## config.mk

```make
export PLATFORM = sky130hd
export DESIGN_NAME = pipe_stage_reg_flat
export DESIGN_NICKNAME = d
export VERILOG_FILES = /design/src/rtl/pipe_stage_reg_if.sv /design/src/rtl/pipe_stage_reg.sv /design/src/flat_wrapper.sv
export SDC_FILE = /design/constraint.sdc
export NUM_CORES = 1
export LEC_CHECK = 0
export ABC_AREA = 1
export ABC_CLOCK_PERIOD_IN_PS = 3670
export CELL_PAD_IN_SITES_DETAIL_PLACEMENT = 0
export CELL_PAD_IN_SITES_GLOBAL_PLACEMENT = 1
export CORE_MARGIN = 2
export CORE_UTILIZATION = 36
export CTS_BUF_LIST = sky130_fd_sc_hd__clkbuf_4 sky130_fd_sc_hd__clkbuf_8 sky130_fd_sc_hd__clkbuf_16
export DETAILED_ROUTE_END_ITERATION = 8
export PLACE_DENSITY = 0.83
export SLEW_MARGIN = 10
export SYNTH_ARGS = -nofsm -noshare
export SYNTH_HDL_FRONTEND = slang
export SYNTH_SLANG_ARGS = --single-unit
```

## constraint.sdc

```tcl
create_clock -name i_clk -period 3.67 [get_ports i_clk]
set_input_delay 0.5505 -clock i_clk [delete_from_list [all_inputs] [get_ports i_clk]]
set_output_delay 0.5505 -clock i_clk [all_outputs]
set_load 0.05 [all_outputs]
```

## src/rtl/pipe_stage_reg_if.sv

```systemverilog
// rtl/pipe_stage_reg_if.sv - payload/valid/stall/flush bundle for one pipeline stage register
interface pipe_stage_reg_if #(
  parameter int unsigned WIDTH = 9
);
  logic [WIDTH-1:0] i_d;
  logic             i_valid_in;
  logic             i_stall;
  logic             i_flush;
  logic [WIDTH-1:0] o_q;
  logic             o_valid_out;

  // Upstream pipeline logic drives payload and control, observes the registered stage.
  modport master (
    output i_d, i_valid_in, i_stall, i_flush,
    input  o_q, o_valid_out
  );

  // The stage register itself.
  modport slave (
    input  i_d, i_valid_in, i_stall, i_flush,
    output o_q, o_valid_out
  );
endinterface

```

## src/rtl/pipe_stage_reg.sv

```systemverilog
// rtl/pipe_stage_reg.sv - pipeline stage register with stall, flush, debug halt/step and stall counter
module pipe_stage_reg #(
  parameter int unsigned      WIDTH       = 9,
  parameter logic [WIDTH-1:0] RESET_VAL   = '0,
  parameter bit               RESET_VALID = 1'b1,
  parameter logic [WIDTH-1:0] BUBBLE_VAL  = '0,
  parameter int unsigned      CNT_W       = 16
) (
  input  logic             i_clk,
  input  logic             i_reset,
  input  logic             i_enable_debug,
  input  logic             i_step,
  input  logic             i_clr_cnt,
  pipe_stage_reg_if.slave  bus,
  output logic             o_halted,
  output logic [CNT_W-1:0] o_stall_cnt
);

  typedef enum logic [1:0] {
    ST_RUN  = 2'd0,
    ST_HALT = 2'd1,
    ST_STEP = 2'd2
  } state_t;

  localparam logic [CNT_W-1:0] CNT_MAX = '1;

  state_t           r_state;
  logic             r_halted;
  logic             r_step_seen;
  logic [WIDTH-1:0] r_q;
  logic             r_valid;
  logic [CNT_W-1:0] r_stall_cnt;
  logic             w_live;

  // The stage advances in RUN (unless debug is being raised this very cycle) and for the one STEP cycle.
  assign w_live = ((r_state == ST_RUN) && !i_enable_debug) || (r_state == ST_STEP);

  // Debug FSM; halted is registered alongside the state so it mirrors HALT exactly.
  // step_seen makes a held step produce one advance; it re-arms on a HALT cycle with step low.
  always_ff @(posedge i_clk or posedge i_reset) begin
    if (i_reset) begin
      r_state     <= ST_RUN;
      r_halted    <= 1'b0;
      r_step_seen <= 1'b0;
    end else begin
      case (r_state)
        ST_RUN: begin
          if (i_enable_debug) begin
            r_state  <= ST_HALT;
            r_halted <= 1'b1;
          end
        end
        ST_HALT: begin
          if (!i_enable_debug) begin
            r_state  <= ST_RUN;
            r_halted <= 1'b0;
          end else if (i_step && !r_step_seen) begin
            r_state     <= ST_STEP;
            r_halted    <= 1'b0;
            r_step_seen <= 1'b1;
          end
        end
        ST_STEP: begin
          if (i_enable_debug) begin
            r_state  <= ST_HALT;
            r_halted <= 1'b1;
          end else begin
            r_state  <= ST_RUN;
            r_halted <= 1'b0;
          end
        end
        default: begin
          r_state  <= ST_RUN;
          r_halted <= 1'b0;
        end
      endcase
      if ((r_state == ST_HALT) && !i_step) begin
        r_step_seen <= 1'b0;
      end
    end
  end

  // Payload/valid: frozen when not live, flush beats stall, otherwise load.
  always_ff @(posedge i_clk or posedge i_reset) begin
    if (i_reset) begin
      r_q     <= RESET_VAL;
      r_valid <= RESET_VALID;
    end else if (w_live) begin
      if (bus.i_flush) begin
        r_q     <= BUBBLE_VAL;
        r_valid <= 1'b0;
      end else if (!bus.i_stall) begin
        r_q     <= bus.i_d;
        r_valid <= bus.i_valid_in;
      end
    end
  end

  // Saturating count of genuinely stalled cycles; clear wins over increment.
  always_ff @(posedge i_clk or posedge i_reset) begin
    if (i_reset) begin
      r_stall_cnt <= '0;
    end else if (i_clr_cnt) begin
      r_stall_cnt <= '0;
    end else if (w_live && bus.i_stall && !bus.i_flush && (r_stall_cnt != CNT_MAX)) begin
      r_stall_cnt <= r_stall_cnt + 1'b1;
    end
  end

  assign bus.o_q         = r_q;
  assign bus.o_valid_out = r_valid;
  assign o_halted        = r_halted;
  assign o_stall_cnt     = r_stall_cnt;

endmodule
```

## src/flat_wrapper.sv

```systemverilog
// flat-port wrapper written by rule: the top's interface ports become plain ports
module pipe_stage_reg_flat 
#(
  parameter int unsigned      WIDTH       = 9,
  parameter logic [WIDTH-1:0] RESET_VAL   = '0,
  parameter bit               RESET_VALID = 1'b1,
  parameter logic [WIDTH-1:0] BUBBLE_VAL  = '0,
  parameter int unsigned      CNT_W       = 16
)
  (i_clk, i_reset, i_enable_debug, i_step, i_clr_cnt, o_halted, o_stall_cnt, bus_i_d, bus_i_valid_in, bus_i_stall, bus_i_flush, bus_o_q, bus_o_valid_out);
  pipe_stage_reg_if #(.WIDTH(WIDTH)) bus_i ();
  input  logic i_clk;
  input  logic i_reset;
  input  logic i_enable_debug;
  input  logic i_step;
  input  logic i_clr_cnt;
  output logic o_halted;
  output logic [CNT_W-1:0] o_stall_cnt;
  input wire logic [$bits(bus_i.i_d)-1:0] bus_i_d;
  input wire logic [$bits(bus_i.i_valid_in)-1:0] bus_i_valid_in;
  input wire logic [$bits(bus_i.i_stall)-1:0] bus_i_stall;
  input wire logic [$bits(bus_i.i_flush)-1:0] bus_i_flush;
  output wire logic [$bits(bus_i.o_q)-1:0] bus_o_q;
  output wire logic [$bits(bus_i.o_valid_out)-1:0] bus_o_valid_out;
  assign bus_i.i_d = bus_i_d;
  assign bus_i.i_valid_in = bus_i_valid_in;
  assign bus_i.i_stall = bus_i_stall;
  assign bus_i.i_flush = bus_i_flush;
  assign bus_o_q = bus_i.o_q;
  assign bus_o_valid_out = bus_i.o_valid_out;
  pipe_stage_reg #(.WIDTH(WIDTH), .RESET_VAL(RESET_VAL), .RESET_VALID(RESET_VALID), .BUBBLE_VAL(BUBBLE_VAL), .CNT_W(CNT_W)) u_core (.i_clk(i_clk), .i_reset(i_reset), .i_enable_debug(i_enable_debug), .i_step(i_step), .i_clr_cnt(i_clr_cnt), .bus(bus_i), .o_halted(o_halted), .o_stall_cnt(o_stall_cnt));
endmodule
```

==> After elaboration in Yosys (flattened, before gate mapping) <==
Index checks and enable logic that the tools add are counted.
{ "word_totals": {"rom_bits": 0, "latchBits": 0, "ramBits": 0, "elab_cells": 52, "reg_bits": 30, "mem_count": 0, "output_inout_bits": 27, "in_bits": 17} }
{ "op_classes": {"mul": 0, "n_addsub": 1, "muxes": 20, "n_bitwise": 0, "n_div": 0, "reduce_logical": 19, "shift": 0, "eq_ne": 6, "n_lt_le_gt_ge": 0} }
{ "ops": {"columns": ["op", "n"], "rows": [
  ["$mux 16", 2],
  ["$mux 9", 2],
  ["$add 16x1->16 const B", 1],
  ["$ne 16x16->1 const B", 1],
  ["$mux 1", 11],
  ["$reduce_bool 2->1", 4],
  ["$logic_and 1x1->1", 6],
  ["$mux 2", 3],
  ["$pmux 2 s3", 1],
  ["$logic_not 1->1", 4],
  ["$reduce_and 2->1", 2],
  ["$ne 3x2->1 const B", 1],
  ["$pmux 1 s3", 1],
  ["$reduce_and 3->1", 1],
  ["$eq 2x1->1 const B", 1],
  ["$eq 2x2->1 const B", 1],
  ["$logic_not 2->1", 1],
  ["$ne 2x1->1 const B", 1],
  ["$ne 2x2->1 const B", 1],
  ["$logic_or 1x1->1", 1]
]} }

==> Longest topological paths before layout <==
{ "depth": {"depth_word": 8, "mapped_depth": 10, "ltp_nobuf": 9} }

==> Worst setup path after synthesis <==
No wires, ideal clock.
{ "synth_timing": {"kind": "reg-to-reg", "startpoint": "reg u_core.r_stall_cnt[1] (netlist: u_core.o_stall_cnt[1])", "endpoint": "reg u_core.r_stall_cnt[10] (netlist: u_core.o_stall_cnt[10])", "stages_incl_launch_ff": 11, "period_less_slack_ns": 1.903, "arrival_ns": 1.836, "slack_ns": 1.767, "setup_time_ns": 0.066, "t_required_ns": 3.604, "n_path_buf": 1, "path_cell_list": "dfrtp_1 ha_1 nand2_2 nor2_4 nand2_1 nor2_2 nor2_2 nor2_4 buf_6 nand2_1 nand2_1"} }
{ "synth_between": {"elab_chain_cells": 3, "word_cells_on_any_way": 6, "cone_classes": "1 x add/sub; 1 x eq/ne; 2 x mux; 2 x reduce/logical"} }
{ "synth_rtl": {"columns": ["element", "line", "text"], "rows": [
  ["start, declared", "pipe_stage_reg.sv:32", "logic [CNT_W-1:0] r_stall_cnt;"],
  ["start signal, assigned", "pipe_stage_reg.sv:106", "r_stall_cnt <= r_stall_cnt + 1'b1;"],
  ["$add 16x1->16 or $ne 16x16->1 (tied branches)", "pipe_stage_reg.sv:106, pipe_stage_reg.sv:105", null],
  ["$mux 16 or $logic_and 1x1->1 (tied branches)", "pipe_stage_reg.sv:105", "end else if (w_live && bus.i_stall && !bus.i_flush && (r_stall_cnt != CNT_MAX)) begin"],
  ["$mux 16 or $reduce_bool 2->1 (tied branches)", null, null]
]} }
Parallel ways exist; a longest one is shown, timed or not. The select of a mux whose other input is x is not followed.
A chain may end at the register's enable or synchronous reset.

==> Final worst setup path <==
{ "layout_timing": {"startpoint": "reg u_core.r_valid (netlist: u_core.bus.o_valid_out)", "endpoint": "out bus_o_valid_out"} }
{ "layout_lines": {"columns": ["element", "line", "text"], "rows": [
  ["start, declared", "pipe_stage_reg.sv:31", "logic r_valid;"],
  ["start signal, assigned", "pipe_stage_reg.sv:94", "r_valid <= bus.i_valid_in;"],
  ["end, declared", "flat_wrapper.sv:24", "output wire logic [$bits(bus_i.o_valid_out)-1:0] bus_o_valid_out;"]
]} }
No word-level cell between the ends.

==> results_dict.tcl <==
set metrics [dict create \
    status "finished clean" \
    largest_net_degree_at_the_start_of_global_routing 31 \
    cts.hold.buffers_added 0 \
    final-setup-viol-count 0 \
    yosysWarningCount 0 \
    critical-path-slowest-cell "sky130_fd_sc_hd__clkdlybuf4s50_1" \
    dp_hpwl_um 2760 \
    critPathTopFamily "buffers and inverters" \
    row_count 24 \
    post-route-min-period_ns 2.17 \
    post-route-util_pct 50.6 \
    final_cell_mix "sky130_fd_sc_hd__nand2_1, sky130_fd_sc_hd__clkdlybuf4s50_1, sky130_fd_sc_hd__dfrtp_1" \
    cp-end-kind "primary output" \
    postSynthNetCount 238 \
    max_cap_violations 0 \
    globalRoute.totalOverflow 0 \
    cts_inserted_buffers 5 \
    cts_tree "built" \
    drt-initial-drc-count 71 \
    vdd_drop_max_mv 0.353 \
    power.density_nw_per_um2 453 \
    route.detailed.vias_per_inst 4.87 \
    commonest_non_fill_non_tap_cell_in_the_layout "sky130_fd_sc_hd__nand2_1" \
    grt_util_all_layers_pct 16.0 \
    grt_setup_unrepaired "false" \
    place.port_buffers 43 \
    detailedRoute.firstPassIterationCount 4 \
    p_leak_nw 1.02 \
    die_width_um 71.2 \
    timing.max_slew.rel_slack_pct 56.8 \
    required_ns 3.12 \
    cp_slowest_stage_delay_ns 0.80 \
    timing.hold.ws_ns 0.468 \
    timing.clock.skew_ns 0.00373 \
    syn_inst 220 \
    critical_path_buf_inv_count 1 \
    synth-seq-area-share_pct 46.2 \
    dominantRegCellSynth "sky130_fd_sc_hd__dfrtp_1" \
    clockRootBuffer "sky130_fd_sc_hd__clkbuf_8" \
    fp.dieH_um 71.2 \
    grt_pass1_vias 1446 \
    crit_arrival_ns 1.62 \
    detailed_route_wire_length_um 3820 \
    synthArstFlopShare_pct 100 \
    cts_post_setup_buffers_inserted 0 \
    worstSkewPairLatency_ns 0.28 \
    hold_viol_final 0 \
    synth_cell_types 23 \
    grt_antenna_before_repair 0 \
    num_io_pins 44 \
    timing.fmax_mhz 460 \
    worst_min_delay_path_category "reg -> reg" \
    floorplan.initialDensity_pct 37.4 \
    route.detailed.wl_per_inst_um 12.0 \
    core_um2 4350 \
    crit_path_start_kind "flop" \
    synth.cell_area_um2 1630 \
    report.final.slew_viol_count 0 \
    area_growth_pct 35.5 \
    antenna-diode-count 0 \
    postSynthAreaPerCell_um2 7.39 \
    vias 1558 \
    crit_chain "clkdlybuf4s50_1" \
    final_layout_size_suffix_gt1_share_pct 6.34 \
    fin_crit_sh_pct 59.2 \
    num-nets-final 285 \
    setup_tns_ns 0 \
    critical_path_class "reg -> out" \
    cts_htree_levels 2 \
    timing_worst_slew_pin_value_ns 0.647 \
    synth_seq_cells 30 \
    dieArea_um2 5070 \
    path_clk_slew_ns 0.06 \
    synth_enable_flop_cells 0 \
    ctsLongestPathBuffers 2 \
    detail_route.drc_violations 0 \
    gp_congestion 0.766 \
    grt_pass1_wl_um 6510 \
    critical_path.max_fanout 2 \
    tritoncts_num_sinks 30 \
    post_cts_resize_count 0 \
    ant_nets 0 \
]
-- state kept, by name, summed over array words and instances (netlist names) --
signal and count:
u_core.r_step_seen 1, u_core.r_state 2, u_core.o_halted 1, u_core.o_stall_cnt 16, u_core.bus.o_q 9, u_core.bus.o_valid_out 1
-- final cells by class --
cell class              instances  area (um^2)
clock buffers                   7         90.1
clock inverters                 1         5.00
fillers                       419         2150
inverters                      24         90.1
multi-input cells             161          757
flip-flops and latches         30          752
well taps                      52         65.1
repair buffers                 45          445
-- where the power goes --
part	leakage (nW)	switching, mW	internal [mW]
clock	0.0517	0.125	0.158
sequential	0.401	0.0258	0.378
combinational	0.571	0.210	0.102
total	1.02	0.361	0.639
-- per-stage QoR --
step | setup WS (ns) | total power [mW] | std cells | area [um^2]
4_1_cts | 1.50 | 1.01 | 320 | 2200
2_1_floorplan | 1.77 | 0.610 | 220 | 1630
5_1_grt | 1.35 | 1.05 | 320 | 2200
3_3_place_gp | 1.26 | 0.722 | 312 | 2110
3_5_place_dp | 1.24 | 0.721 | 312 | 2110
6_report | 1.50 | 1.00 | 320 | 2200
-- path summary, 6_finish.rpt --
| kind | cells after the start | endpoint | from | slack [ns] |
|---|---|---|---|---|
| max | 1 | bus_o_valid_out | u_core.bus.o_valid_out$_DFFE_PP1P_ | 1.50 |
| max in group asynchronous | 3 | u_core.bus.o_valid_out$_DFFE_PP1P_ | i_reset | 2.71 |
| min | 1 | u_core.r_state[0]$_DFFE_PP0P_ | u_core.r_state[0]$_DFFE_PP0P_ | 0.47 |
| min in group asynchronous | 3 | u_core.o_stall_cnt[1]$_DFFE_PP0P_ | i_reset | 0.65 |
| max reg2reg | 9 | u_core.o_stall_cnt[10]$_DFFE_PP0P_ | u_core.o_stall_cnt[0]$_DFFE_PP0P_ | 1.75 |
| min reg2reg | 1 | u_core.r_state[0]$_DFFE_PP0P_ | u_core.r_state[0]$_DFFE_PP0P_ | 0.47 |
-- routing by layer --
metal	up-vias	wire [um]	GRT usage [%]	part of all wire (%)
met4	0	46	4.40	1.2
met3	6	254	5.20	6.6
met5	-	0	0	0
met2	48	1730	24.6	45
met1	697	1790	21.7	47
li1	807	-	-	-
-- synth_stat cells (all sizes together), types with 2 or more instances --
cell type / n / area, um^2
nor2: 29 / 136
nand2: 70 / 265
dfrtp: 29 / 726
clkbuf: 3 / 11.3
inv: 23 / 86.3
nand3: 28 / 140
nand4: 13 / 81.3
buf: 2 / 16.3
o21ai: 11 / 55.1
xnor2: 2 / 17.5
a21oi: 2 / 10.0
-- cell families (layout without fill, tap and decap cells) --
| family | after synthesis | count (layout) | synth area share, % |
|---|---|---|---|
| simple gates | 141 | 141 | 38.8 |
| flops | 30 | 30 | 46.2 |
| buf+inv | 29 | 77 | 7.23 |
| compound gates | 16 | 16 | 5.38 |
| xor+xnor | 3 | 3 | 1.62 |
| fa+ha+maj | 1 | 1 | 0.769 |
No activity file was read; power rests on OpenSTA's default activity.
==> RTL change: new RTL, same flow settings <==
`WIDTH` is set to 9 in 3 places; all go to 18.
--- a/src/rtl/pipe_stage_reg_if.sv
+++ b/src/rtl/pipe_stage_reg_if.sv
@@ -2,3 +2,3 @@
 interface pipe_stage_reg_if #(
-  parameter int unsigned WIDTH = 9
+  parameter int unsigned WIDTH = 18
 );
--- a/src/rtl/pipe_stage_reg.sv
+++ b/src/rtl/pipe_stage_reg.sv
@@ -2,3 +2,3 @@
 module pipe_stage_reg #(
-  parameter int unsigned      WIDTH       = 9,
+  parameter int unsigned      WIDTH       = 18,
   parameter logic [WIDTH-1:0] RESET_VAL   = '0,
--- a/src/flat_wrapper.sv
+++ b/src/flat_wrapper.sv
@@ -3,3 +3,3 @@
 #(
-  parameter int unsigned      WIDTH       = 9,
+  parameter int unsigned      WIDTH       = 18,
   parameter logic [WIDTH-1:0] RESET_VAL   = '0,
Ports: changed (resized bus_i_d and bus_o_q); port bits go from 44 to 62. No check against the original RTL was run, so the function may have changed too.
==> RTL change against the original RTL <==
- clock power rose by 3%
- worst setup slack worse by 0.025 ns
- die area is 21% higher
- critical path depth stayed put
- first-iteration DRC count fell by 11%
- count of clock-buffer cells in the layout decreased by 2
- power is 36% higher
- final area rose by 25%
- register-to-register slack better by 0.18 ns
- routed wire length grew 19%
- hold slack improved by 0.0031 ns
- area after synthesis rose by 22%
- sequential cell count is 9 higher
==> RTL change: results (changes against the original RTL) <==
Port Buffers = 61 (+42%)
Clock-pin slew on the worst setup and hold paths = 0.08 ns (+0.02 ns)
Nets = 337 (+18%)
Pre-CTS setup slack = 1.39 ns (+0.146 ns)
R2R Setup Slk = 1.93 ns (+0.18 ns)
Worst r2r src = u_core.o_stall_cnt[0]$_DFFE_PP0P_
First-pass GRT wire length = 8070 um (+24%)
Net Count, Synth = 275 (+16%)
Avg WL per Cell = 11.9 um (-0.50%)
Hold Slack = 0.471 ns (+0.00313 ns)
Met1 WL = 2070 um (+15%)
Number of global-route vias before repair = 1833 (+27%)
P_sw = 0.000553 W (+53%)
Async S/R FF share, synth = 100% (unchanged)
Crit path DAT = 1.65 ns (+0.03 ns)
Synthesized-area fraction occupied by adder cells = 0.630% (-0.14 points)
Largest net degree at the start of global routing = 40 (+29%)
Seq/Total Area, Yosys = 49.2% (+3.0 points)
Tot GR Track Use = 16.5% (+0.55 points)
Share of post-route cells with drive strength above 1 = 7.07% (+0.73 points)
Area contributors post-synth = dfrtp_1 48%, nand2_1 11%, nand3_1 8.3%
Drt initial violations = 63 (-11%)
Run status = finished clean
Worst slew margin = 65.1% (+8.3 points)
VDD IR-drop max = 0.000429 V (+21%)
Routed wl met2 = 2020 um (+16%)
RePlAce Congestion = 0.783 (+2.2%)
Leak = 1.23 nW (+20%)
Distinct cell type count after synthesis = 26 (+13%)
Max FFs per register = 18 (+2)
Synthesized instance count = 248 (+13%)
Routed vias/inst = 4.63 (-4.8%)
CP max stage delay = 0.86 ns (+0.06 ns)
Inst Count DP = 375 (+20%)
Post_cts resized = 0 (unchanged)
Post-CTS Setup Inserts = 0 (unchanged)
Synth Area in Compound Gates = 8.06% (+2.7 points)
Post-Synth XOR/XNOR Area = 2.20% (+0.59 points)
Crit path max fanout = 7 (+5)
Clock skew = 0.00633 ns (+0.00260 ns)
DRT Wirelength = 4550 um (+19%)
CP delay by family, top = buffers and inverters
Synth top cells by count = 56 x nand2_1, 40 x inv_1, 38 x dfrtp_1
Diodes inserted = 0 (unchanged)
Placed instance area = 2670 um2 (+26%)
CTS buffer count = 5 (unchanged)
R2r endpoint = u_core.o_stall_cnt[13]$_DFFE_PP0P_
Hpwl dp = 3150 um (+14%)
Syn. warnings = 0 (unchanged)
Number of iterations in the first detailed-routing pass = 4 (unchanged)
Worst R2R Path Depth = 9 (unchanged)
Met3 WL = 432 um (+70%)
-- RTL change: cell type report --
cell class | instances | area, um2
clock inverter | 3 | 20.0
fill | 556 | 2650
multi-input combinational | 160 | 816
timing repair buffer | 64 | 633
inverter | 40 | 150
tap | 72 | 90.1
sequential | 39 | 977
clock buffer | 5 | 68.8
-- RTL change: worst register-to-register path, cell delays in order (launching register included) --
cell,delay (ns)
dfrtp_1,0.43
ha_1,0.25
nand2_2,0.09
nor2_2,0.05
nand2_2,0.12
nor2_4,0.06
nor2_4,0.38
nor2_8,0.12
nand2_1,0.08
nand2_1,0.05
-- RTL change: worst max path at each step --
stage,from,end,slack (ns)
3_3_place_gp,bus_i_flush,u_core.o_stall_cnt[10]$_DFFE_PP0P_,1.42
6_report,u_core.o_stall_cnt[7]$_DFFE_PP0P_,o_stall_cnt[7],1.47
2_1_floorplan,u_core.o_stall_cnt[1]$_DFFE_PP0P_,u_core.o_stall_cnt[11]$_DFFE_PP0P_,1.80
3_5_place_dp,bus_i_flush,u_core.o_stall_cnt[13]$_DFFE_PP0P_,1.39
5_1_grt,u_core.o_stall_cnt[7]$_DFFE_PP0P_,o_stall_cnt[7],1.40
4_1_cts,u_core.bus.o_valid_out$_DFFE_PP1P_,bus_o_valid_out,1.45
-- RTL change: power by group through the flow --
stage | registers [W] | logic [W] | clock network (W)
final | 0.000547 | 0.000523 | 0.000293
after detailed placement | 0.000551 | 0.000530 | 0
after global routing | 0.000558 | 0.000563 | 0.000321
after global placement | 0.000553 | 0.000527 | 0
after floorplan | 0.000781 | 0.000111 | 0
after CTS | 0.000548 | 0.000529 | 0.000305
-- RTL change: layer usage --
layer / global-route usage (%) / up-vias
met5: 0 / -
met2: 26.2 / 59
met4: 4.91 / 0
li1: - / 919
met1: 20.4 / 793
met3: 7.24 / 4
